--- config.mk ---
export PLATFORM = sky130hd
export DESIGN_NAME = pipe_hazard_ctrl_flat
export DESIGN_NICKNAME = d
export VERILOG_FILES = /design/src/rtl/pipe_hazard_ctrl_pkg.sv /design/src/rtl/pipe_hazard_ctrl_if.sv /design/src/rtl/pipe_hazard_ctrl_sat_counter.sv /design/src/rtl/pipe_hazard_ctrl.sv /design/src/flat_wrapper.sv
export SDC_FILE = /design/constraint.sdc
export NUM_CORES = 1
export LEC_CHECK = 0
export BUFFER_PORTS_ARGS = -buffer_cell sky130_fd_sc_hd__buf_2
export CAP_MARGIN = 30
export CORE_MARGIN = 3
export CORE_UTILIZATION = 55
export DETAILED_ROUTE_END_ITERATION = 12
export PLACE_DENSITY_LB_ADDON = 0.1
export RECOVER_POWER = 25
export SYNTH_ARGS = -nofsm -noshare
export SYNTH_HDL_FRONTEND = slang
export SYNTH_SLANG_ARGS = --single-unit
export TNS_END_PERCENT = 20
--- constraint.sdc ---
create_clock -name clk -period 7.6 [get_ports clk]
set_input_delay 1.14 -clock clk [delete_from_list [all_inputs] [get_ports clk]]
set_output_delay 1.14 -clock clk [all_outputs]
set_load 0.05 [all_outputs]
--- src/rtl/pipe_hazard_ctrl_pkg.sv ---
// Shared types and helpers for the pipeline hazard sequencer.
package pipe_hazard_ctrl_pkg;

    localparam int unsigned REG_IDX_W = 5;

    typedef enum logic {CTRL_RUN, CTRL_MC_WAIT} hz_state_t;

    // True when an operand is actually read and names the given register.
    function automatic logic src_hit(
        input logic                 uses,
        input logic [REG_IDX_W-1:0] src,
        input logic [REG_IDX_W-1:0] rd
    );
        return uses && (src == rd);
    endfunction

endpackage

--- src/rtl/pipe_hazard_ctrl_if.sv ---
// Decode/execute observation signals and pipeline stall/flush controls.
interface pipe_hazard_ctrl_if;
    import pipe_hazard_ctrl_pkg::*;

    logic [REG_IDX_W-1:0] id_rs1;
    logic [REG_IDX_W-1:0] id_rs2;
    logic                 id_uses_rs1;
    logic                 id_uses_rs2;
    logic [REG_IDX_W-1:0] ex_rd;
    logic                 ex_reg_wr_en;
    logic                 ex_mem_to_reg;
    logic                 ex_redirect;
    logic                 ex_mc_start;
    logic                 mc_done;

    logic                 pc_en;
    logic                 if_id_stall;
    logic                 if_id_flush;
    logic                 id_ex_stall;
    logic                 id_ex_flush;
    logic                 ex_mem_stall;
    logic                 ex_mem_flush;
    logic                 mc_busy;

    // Pipeline side: reports stage contents, consumes controls.
    modport master (
        output id_rs1, id_rs2, id_uses_rs1, id_uses_rs2,
               ex_rd, ex_reg_wr_en, ex_mem_to_reg, ex_redirect,
               ex_mc_start, mc_done,
        input  pc_en, if_id_stall, if_id_flush, id_ex_stall, id_ex_flush,
               ex_mem_stall, ex_mem_flush, mc_busy
    );

    // Controller side.
    modport slave (
        input  id_rs1, id_rs2, id_uses_rs1, id_uses_rs2,
               ex_rd, ex_reg_wr_en, ex_mem_to_reg, ex_redirect,
               ex_mc_start, mc_done,
        output pc_en, if_id_stall, if_id_flush, id_ex_stall, id_ex_flush,
               ex_mem_stall, ex_mem_flush, mc_busy
    );

endinterface

--- src/rtl/pipe_hazard_ctrl_sat_counter.sv ---
// Saturating up-counter with synchronous clear taking priority over increment.
module sat_counter #(
    parameter int unsigned CNT_W = 32
) (
    input  logic             clk,
    input  logic             rst,
    input  logic             clr,
    input  logic             inc,
    output logic [CNT_W-1:0] count
);

    localparam logic [CNT_W-1:0] CNT_MAX = '1;

    // Count up, stick at all-ones, clear wins.
    always_ff @(posedge clk or posedge rst) begin
        if (rst) begin
            count <= '0;
        end else if (clr) begin
            count <= '0;
        end else if (inc && (count != CNT_MAX)) begin
            count <= count + CNT_W'(1);
        end
    end

endmodule

--- src/rtl/pipe_hazard_ctrl.sv ---
// Central stall/flush sequencer: load-use, redirects and multi-cycle EX ops.
module pipe_hazard_ctrl
    import pipe_hazard_ctrl_pkg::*;
#(
    parameter int unsigned CNT_W = 32
) (
    input  logic             clk,
    input  logic             rst,
    pipe_hazard_ctrl_if.slave hz,
    input  logic             perf_clr,
    output logic [CNT_W-1:0] stall_cycles,
    output logic [CNT_W-1:0] flush_count
);

    hz_state_t state_q;
    hz_state_t state_d;

    logic load_use;
    logic mc_hold;
    logic redirect_acc;

    logic pc_en_c;
    logic if_id_stall_c;
    logic if_id_flush_c;
    logic id_ex_stall_c;
    logic id_ex_flush_c;
    logic ex_mem_flush_c;

    // Hazard terms; writes to x0 never create a dependency.
    always_comb begin
        load_use = hz.ex_mem_to_reg && hz.ex_reg_wr_en && (hz.ex_rd != '0) &&
                   (src_hit(hz.id_uses_rs1, hz.id_rs1, hz.ex_rd) ||
                    src_hit(hz.id_uses_rs2, hz.id_rs2, hz.ex_rd));
        mc_hold  = hz.ex_mc_start && !hz.mc_done;
    end

    // State register; reset aborts any pending multi-cycle wait.
    always_ff @(posedge clk or posedge rst) begin
        if (rst) begin
            state_q <= CTRL_RUN;
        end else begin
            state_q <= state_d;
        end
    end

    // Next state and Mealy controls; reset forces everything quiet.
    always_comb begin
        state_d        = state_q;
        pc_en_c        = 1'b1;
        if_id_stall_c  = 1'b0;
        if_id_flush_c  = 1'b0;
        id_ex_stall_c  = 1'b0;
        id_ex_flush_c  = 1'b0;
        ex_mem_flush_c = 1'b0;
        redirect_acc   = 1'b0;
        if (rst) begin
            state_d = CTRL_RUN;
            pc_en_c = 1'b0;
        end else begin
            case (state_q)
                CTRL_RUN: begin
                    if (mc_hold) begin
                        // Freeze front end, bubble into MEM; a same-cycle redirect is dropped.
                        pc_en_c        = 1'b0;
                        if_id_stall_c  = 1'b1;
                        id_ex_stall_c  = 1'b1;
                        ex_mem_flush_c = 1'b1;
                        state_d        = CTRL_MC_WAIT;
                    end else if (hz.ex_redirect) begin
                        if_id_flush_c = 1'b1;
                        id_ex_flush_c = 1'b1;
                        redirect_acc  = 1'b1;
                    end else if (load_use) begin
                        pc_en_c       = 1'b0;
                        if_id_stall_c = 1'b1;
                        id_ex_flush_c = 1'b1;
                    end
                end
                CTRL_MC_WAIT: begin
                    if (!hz.mc_done) begin
                        pc_en_c        = 1'b0;
                        if_id_stall_c  = 1'b1;
                        id_ex_stall_c  = 1'b1;
                        ex_mem_flush_c = 1'b1;
                    end else begin
                        state_d = CTRL_RUN;
                    end
                end
                default: state_d = CTRL_RUN;
            endcase
        end
    end

    assign hz.pc_en        = pc_en_c;
    assign hz.if_id_stall  = if_id_stall_c;
    assign hz.if_id_flush  = if_id_flush_c;
    assign hz.id_ex_stall  = id_ex_stall_c;
    assign hz.id_ex_flush  = id_ex_flush_c;
    assign hz.ex_mem_stall = 1'b0;
    assign hz.ex_mem_flush = ex_mem_flush_c;
    assign hz.mc_busy      = (state_q == CTRL_MC_WAIT);

    sat_counter #(.CNT_W(CNT_W)) u_stall_cnt (
        .clk   (clk),
        .rst   (rst),
        .clr   (perf_clr),
        .inc   (!pc_en_c),
        .count (stall_cycles)
    );

    sat_counter #(.CNT_W(CNT_W)) u_flush_cnt (
        .clk   (clk),
        .rst   (rst),
        .clr   (perf_clr),
        .inc   (redirect_acc),
        .count (flush_count)
    );

endmodule

--- src/flat_wrapper.sv ---
// flat-port wrapper written by rule: the top's interface ports become plain ports
module pipe_hazard_ctrl_flat import pipe_hazard_ctrl_pkg::*;
#(
    parameter int unsigned CNT_W = 32
)
  (clk, rst, perf_clr, stall_cycles, flush_count, hz_id_rs1, hz_id_rs2, hz_id_uses_rs1, hz_id_uses_rs2, hz_ex_rd, hz_ex_reg_wr_en, hz_ex_mem_to_reg, hz_ex_redirect, hz_ex_mc_start, hz_mc_done, hz_pc_en, hz_if_id_stall, hz_if_id_flush, hz_id_ex_stall, hz_id_ex_flush, hz_ex_mem_stall, hz_ex_mem_flush, hz_mc_busy);
  pipe_hazard_ctrl_if hz_i ();
  input  logic clk;
  input  logic rst;
  input  logic perf_clr;
  output logic [CNT_W-1:0] stall_cycles;
  output logic [CNT_W-1:0] flush_count;
  input wire logic [$bits(hz_i.id_rs1)-1:0] hz_id_rs1;
  input wire logic [$bits(hz_i.id_rs2)-1:0] hz_id_rs2;
  input wire logic [$bits(hz_i.id_uses_rs1)-1:0] hz_id_uses_rs1;
  input wire logic [$bits(hz_i.id_uses_rs2)-1:0] hz_id_uses_rs2;
  input wire logic [$bits(hz_i.ex_rd)-1:0] hz_ex_rd;
  input wire logic [$bits(hz_i.ex_reg_wr_en)-1:0] hz_ex_reg_wr_en;
  input wire logic [$bits(hz_i.ex_mem_to_reg)-1:0] hz_ex_mem_to_reg;
  input wire logic [$bits(hz_i.ex_redirect)-1:0] hz_ex_redirect;
  input wire logic [$bits(hz_i.ex_mc_start)-1:0] hz_ex_mc_start;
  input wire logic [$bits(hz_i.mc_done)-1:0] hz_mc_done;
  output wire logic [$bits(hz_i.pc_en)-1:0] hz_pc_en;
  output wire logic [$bits(hz_i.if_id_stall)-1:0] hz_if_id_stall;
  output wire logic [$bits(hz_i.if_id_flush)-1:0] hz_if_id_flush;
  output wire logic [$bits(hz_i.id_ex_stall)-1:0] hz_id_ex_stall;
  output wire logic [$bits(hz_i.id_ex_flush)-1:0] hz_id_ex_flush;
  output wire logic [$bits(hz_i.ex_mem_stall)-1:0] hz_ex_mem_stall;
  output wire logic [$bits(hz_i.ex_mem_flush)-1:0] hz_ex_mem_flush;
  output wire logic [$bits(hz_i.mc_busy)-1:0] hz_mc_busy;
  assign hz_i.id_rs1 = hz_id_rs1;
  assign hz_i.id_rs2 = hz_id_rs2;
  assign hz_i.id_uses_rs1 = hz_id_uses_rs1;
  assign hz_i.id_uses_rs2 = hz_id_uses_rs2;
  assign hz_i.ex_rd = hz_ex_rd;
  assign hz_i.ex_reg_wr_en = hz_ex_reg_wr_en;
  assign hz_i.ex_mem_to_reg = hz_ex_mem_to_reg;
  assign hz_i.ex_redirect = hz_ex_redirect;
  assign hz_i.ex_mc_start = hz_ex_mc_start;
  assign hz_i.mc_done = hz_mc_done;
  assign hz_pc_en = hz_i.pc_en;
  assign hz_if_id_stall = hz_i.if_id_stall;
  assign hz_if_id_flush = hz_i.if_id_flush;
  assign hz_id_ex_stall = hz_i.id_ex_stall;
  assign hz_id_ex_flush = hz_i.id_ex_flush;
  assign hz_ex_mem_stall = hz_i.ex_mem_stall;
  assign hz_ex_mem_flush = hz_i.ex_mem_flush;
  assign hz_mc_busy = hz_i.mc_busy;
  pipe_hazard_ctrl #(.CNT_W(CNT_W)) u_core (.clk(clk), .rst(rst), .hz(hz_i), .perf_clr(perf_clr), .stall_cycles(stall_cycles), .flush_count(flush_count));
endmodule
Yosys cells after proc, flatten, opt, wreduce, memory -nomap -nowiden. Index checks and enable logic that the tools add are counted.

Bits in registers: 65. Bits in latches: 0. Bits in writable memories: 0. Bits in read-only memories: 0. Input port bits: 25. Logic and storage cells: 51. Memories: 0.

Add/subtract/negate cells: 2. $mul: 0. Divide/modulo/power cells: 0. $lt $le $gt $ge: 0. Equal/unequal tests: 4. Shifts and indexed selects: 0. Multiplexer cells: 27. Bitwise logic cells: 1. Reductions and logical operators: 14.

Operators with widths (count): $mux 32 (4); $add 32x1->32 const B (2); $ne 32x32->1 const B (2); $mux 1 (20); $eq 5x5->1 (2); $logic_and 1x1->1 (8); $pmux 1 s2 (3); $reduce_bool 5->1 (1); $reduce_bool 2->1 (2); $logic_not 1->1 (2); $logic_or 1x1->1 (1); $not 1->1 (1).

Logic depth before layout (Yosys ltp). Gate-level depths: netlist of run 1.

Depth in word-level cells: 13. Depth in mapped cells: 9. Gate-level depth less buffers: 7.

Hierarchy. Synthesis of run 1 repeated with hierarchy kept, for this count alone.

Cells, all modules: 405. Area, all modules: 3744.8 sq um.

By module, submodules not included: sat_counter (times used 2, cells each 186, area an instance 1740.4 sq um, seq. area each 800.8 sq um); pipe_hazard_ctrl (times used 1, cells each 33, area an instance 264.0 sq um, seq. area each 25.0 sq um).

Least setup slack after synthesis of run 1. No wires, ideal clock.

Path type: in2out. Start point: in rst. End point: out hz_pc_en. Arrival: 3.424 ns. Data required time: 6.460 ns. Slack: 3.036 ns. Stages on the path: 4. Path buffers: 0. Path through: inv_1 -> and2_1 -> o221ai_4 -> nand2_1.

Cells in the longest elaborated chain, start to end: 1.

RTL lines: from (decl) (RTL line flat_wrapper.sv:9) `input logic rst;`; $mux 1 (RTL line pipe_hazard_ctrl.sv:56) `if (rst) begin`; to (decl) (RTL line flat_wrapper.sv:23) `output wire logic [$bits(hz_i.pc_en)-1:0] hz_pc_en;`.

Every way passes these cells.

==> results.yml, run 1 <==
clock_network:
  clock-sinks: 65
  cts_tree: "built"
  hold_buffers: 0
  clk_root_buffer_cell: "clkbuf_8"
  post_cts_buffers: 0
  cts_max_path_buffers: 2
  clkTransAtPathRegs_ns: 0.07
  cts_resized: 0
  htree_levels: 3
  clk_latency_ns: 0.34
  numCtsBuffers: 9
worst_setup_path:
  critPathKind: "in2async"
  end_kind: "async pin"
  crit_path_max_fanout: 65
  cp.arrival_ns: 3.79
  r2r_start: "u_core.u_stall_cnt.count[0]"
  start_kind: "input pin"
  crit_start: "rst"
  crit_required_ns: 7.26
detailed_routing:
  drtAntennaViolNets: 0
  via_count: 3371
  wl_per_cell_um: 14.9
  drc: 0
  first_iter_violations: 160
  drtPass1Iterations: 4
  via_per_inst: 5.82
  routed_wl_mm: 8.65
flow_run:
  cap_violations: 1
global_routing:
  grt_remaining_overflow: 0
  antenna_found_initial: 0
  grt-busiest-layer: "met2"
  grt_usage_pct: 23.9
  globalRouteMet2Util_pct: 41.0
  grt_pass1_vias: 3221
  grt_max_degree: 68
  use_met3_pct: 4.14
  use_met1_pct: 30.4
  grt_pass1_wl_mm: 14.7
die:
  start_util_pct: 57.1
  design.portCount: 97
  die_area_mm2: 0.00769
  die_x_um: 87.7
  core_area_mm2: 0.00642
  fp-row-count: 29
  die_h_um: 87.7
final_layout:
  final_area_mm2: 0.00439
  drive_gt1_share_pct: 24.1
  final_nets: 524
  antenna_cells: 0
  utilization_pct: 68.4
  area.growth.synth_to_final_pct: 19.7
sta:
  slew_headroom_pct: -131
  report.final.setup_viol: 0
  finalSetupTns_ns: 0
  rsz0062_at_grt: "false"
  period_share_pct: 54.3
  finClkSkew_ns: 0.0115
  finalWorstSetupSlack_ns: 3.47
  maxSlewViolCount: 66
  hold_viol: 0
  max_freq_mhz: 242
  min_period_ns: 4.13
  worst_pin_slew_ns: 3.46
synth:
  ys_seq_area_share_pct: 44.3
  synth_area_mm2: 0.00367
  synthFlopType: "dfrtp_1"
  netlist_instances: 406
  yosys_register_bits: 65
  avgSynthCellArea_um2: 9.04
  ys_warn_count: 0
  synth_edf_count: 0
  synth_nets: 433
  async_flop_share_pct: 100
  yosys.cell_types.count: 40
place:
  dp_hpwl_mm: 6.04
  port_buffers: 95
  placed_area_mm2: 0.00418
  pre_cts_ws_ns: 3.80
  place_congestion: 0.836
pwr:
  finalPower_uw: 747
  p_leak_uw: 0.00201
  ir_worst_vdd_mv: 0.0938
  power.density_mw_per_mm2: 170
status:
  violations: "max-capacitance violations, max-slew violations"
  status: "finished with violations"
min_path:
  hp-class: "reg2reg"
  min-delay-start: "u_core.u_flush_cnt.count[12]"
per-layer routing:
layer  share of wire, %  vias up  routed length, um
met1                 44     1625               3770
li1                   -     1653                  -
met2                 51       79               4380
met3                4.2       14                367
met4                1.5        0                133
met5                  0        -                  0
cells by family (layout without fill, tap and decap cells):
group	count (synthesis)	count (layout)	share of synthesized area, %
and+or+nand+nor	204	204	30.0
DFF	65	65	44.3
AOI/OAI and AO/OA	64	64	10.8
xor gates and xnor gates	45	45	10.7
buffers and inverters	24	120	3.07
adders and majority gates	2	2	0.682
other	1	1	0.102
muxes	1	1	0.307
through the flow:
| stage | std cells | hold slack, ns |
|---|---|---|
| floorplan | 406 | 0.789 |
| CTS | 579 | 0.575 |
| global route | 579 | 0.598 |
| global placement | 562 | 0.544 |
| detailed placement | 563 | 0.553 |
| finish | 579 | 0.562 |
area by class of cell:
class,instances,area (um^2)
clock buffers,11,141
clock inverters,5,78.8
fillers,543,2030
inverters,5,18.8
multi-input cells,317,1930
flip-flops and latches,65,1630
well taps,77,96.3
repair buffers,99,500
cell usage after synthesis, types with 2 or more instances:
master,n,area (um^2)
nor4_1,5,31.3
ha_1,2,25.0
a21oi_1,31,155
and2_1,5,31.3
dfrtp_1,65,1630
nand3_1,29,145
nand2_1,27,101
or4_1,11,82.6
and3_1,15,93.8
or3_1,16,100
clkbuf_1,12,45.0
buf_4,3,22.5
nand2b_1,4,25.0
o21ai_0,16,80.1
nor2_1,45,169
xnor2_1,28,245
a31o_2,2,17.5
nor3_1,12,60.1
xor2_1,17,149
nand4_1,19,119
and4_1,9,78.8
buf_2,3,15.0
o31ai_1,9,67.6
inv_1,5,18.8
flip-flops by register name (all words and copies together), names as in the netlist:
name and count:
u_core.hz.mc_busy 1, u_core.u_flush_cnt.count 32, u_core.u_stall_cnt.count 32
cells in the final DEF (no fill, tap or decap), types with 17 or more instances in the layout:
master and n:
nand3_1 29, a21oi_1 31, buf_2 94, nand4_1 19, dfrtp_1 65, xnor2_1 28, nor2_1 45, xor2_1 17
nand2_1 27
report_power, final:
part,leakage [uW],switching [uW],internal (uW)
Clock,0.000113,135,193
Combinational,0.000994,50.0,18.0
Sequential,0.000906,3.20,348
critical path, stage by stage:
cell and delay, ns:
clkbuf_1 0.11, clkinv_1 0.06, clkbuf_1 2.41
path summary, 6_finish.rpt:
check,cells after the start,endpoint,slack [ns]
hold / removal,2,u_core.u_flush_cnt.count[12],0.56
setup / recovery,3,u_core.u_flush_cnt.count[12],3.47
setup reg to reg,7,u_core.u_stall_cnt.count[31],4.92
hold reg to reg,2,u_core.u_flush_cnt.count[12],0.56
max in group clk,8,hz_if_id_stall,3.79
min in group asynchronous,3,u_core.u_stall_cnt.count[22],2.16
Note: power is estimated with default switching activity, not from simulation.
==> run 2: changes to the inputs <==
- CORE_UTILIZATION: 55 -> 53
- clock period: 7.6 -> 3.9 ns (I/O delays scaled with it)
==> results.yml, run 2 (synthesis gave the netlist of run 1 again) <==
status:
  status: "finished with violations"
  violations: "max-capacitance violations, max-slew violations"
sta:
  max_freq_mhz: 375
  slew_headroom_pct: -6.52
  finalSetupTns_ns: 0
  report.final.setup_viol: 0
  rsz0062_at_grt: "false"
  finClkSkew_ns: 0.00593
  period_share_pct: 68.4
  hold_viol: 0
  worst_pin_slew_ns: 1.60
  min_period_ns: 2.67
  maxSlewViolCount: 66
  timing.hold.ws_ns: 0.509
die:
  design.portCount: 97
  die_h_um: 89.2
  fp-row-count: 29
  start_util_pct: 56.2
  die_area_mm2: 0.00796
  die_x_um: 89.2
  core_area_mm2: 0.00653
clock_network:
  cts_tree: "built"
  clk_latency_ns: 0.34
  clkTransAtPathRegs_ns: 0.07
  cts_resized: 0
  hold_buffers: 0
  cts_max_path_buffers: 2
  htree_levels: 3
  clk_root_buffer_cell: "clkbuf_8"
  post_cts_buffers: 0
  clock-sinks: 65
  numCtsBuffers: 9
pwr:
  p_int_uw: 1020
  p_leak_uw: 0.00200
  power.density_mw_per_mm2: 319
  pwr-share-seq_pct: 49.1
  p_switching_uw: 369
  ir_worst_vdd_mv: 0.152
  swShare_pct: 26.5
  combinationalPowerShare_pct: 9.4
  p_clk_share_pct: 41.5
global_routing:
  use_met3_pct: 3.69
  grt_remaining_overflow: 0
  globalRouteMet2Util_pct: 38.4
  grt_pass1_vias: 3047
  grt-busiest-layer: "met2"
  grt_pass1_wl_mm: 14.4
  use_met1_pct: 30.6
  antenna_found_initial: 0
  grt_usage_pct: 23.1
  grt_max_degree: 66
final_layout:
  fill_cells: 551
  area.growth.synth_to_final_pct: 19.1
  antenna_cells: 0
  multi_input_area_mm2: 0.00193
  drive_gt1_share_pct: 24.3
  final_common_cell: "buf_2"
  register_area_mm2: 0.00163
  final_cell_mix: "buf_2 (94), dfrtp_1 (65), nor2_1 (45), a21oi_1 (31), nand3_1 (29)"
  final_nets: 524
  final_cells: 579
  final_area_mm2: 0.00437
place:
  dp.cells: 563
  port_buffers: 95
  placed_area_mm2: 0.00418
  place_congestion: 0.813
  dp_hpwl_mm: 6.14
detailed_routing:
  via_per_inst: 5.76
  first_iter_violations: 176
  via_count: 3336
  drtAntennaViolNets: 0
  drc: 0
  routed_wl_mm: 8.65
  wl_per_cell_um: 14.9
  drtPass1Iterations: 4
worst_setup_path:
  crit_required_ns: 3.31
  critPathKind: "in2out"
  end_kind: "output pin"
  crit_path_max_fanout: 3
  cp.arrival_ns: 2.08
  start_kind: "input pin"
min_path:
  hp-class: "in2reg"
flow_run:
  cap_violations: 1
## run 2: cell type report
class                           instances  share of cell area, %
Clock buffer                           11                   3.24
Multi-Input combinational cell        317                   44.2
Clock inverter                          5                   1.26
Sequential cell                        65                   37.2
Inverter                                5                  0.430
Tap cell                               77                   2.21
Timing Repair Buffer                   99                   11.5
## run 2: worst paths after layout
| path | from | to | slack (ns) | cells past startpoint |
|---|---|---|---|---|
| setup / recovery | hz_ex_rd[0] | hz_if_id_stall | 1.23 | 7 |
| hold / removal | rst | u_core.hz.mc_busy | 0.51 | 2 |
| setup reg to reg | u_core.u_stall_cnt.count[0] | u_core.u_stall_cnt.count[12] | 1.27 | 7 |
| hold reg to reg | u_core.u_flush_cnt.count[31] | u_core.u_flush_cnt.count[31] | 0.57 | 2 |
| max in group asynchronous | rst | u_core.u_flush_cnt.count[2] | 2.11 | 3 |
| min in group asynchronous | rst | u_core.u_stall_cnt.count[20] | 0.85 | 3 |
## run 2: worst max-delay path: stages
cell      delay, ns
buf_2          0.12
or4_1          0.52
o211ai_1       0.32
nand2b_1       0.17
or3_1          0.10
a21oi_1        0.05
buf_2          0.22
## run 2: per-stage QoR
step / utilization, % / total power, uW / setup WS [ns]
floorplan: - / 795 / 0.446
global route: 66.9 / 1450 / 1.05
finish: 66.9 / 1390 / 1.23
global placement: 63.9 / 829 / 1.16
detailed placement: 63.9 / 831 / 1.06
CTS: 67.0 / 1410 / 1.20
## run 2: routing by layer
metal,vias to the layer above,wire [um]
li1,1652,-
met1,1592,3740
met5,-,0
met4,0,119
met2,82,4400
met3,10,394
## run 2: power by group through the flow
stage | combinational, uW | sequential (uW) | clock (uW)
floorplan | 83.6 | 711 | 0
global placement | 132 | 697 | 0
detailed placement | 133 | 697 | 0
CTS | 134 | 684 | 588
global route | 144 | 685 | 619
finish | 131 | 684 | 578
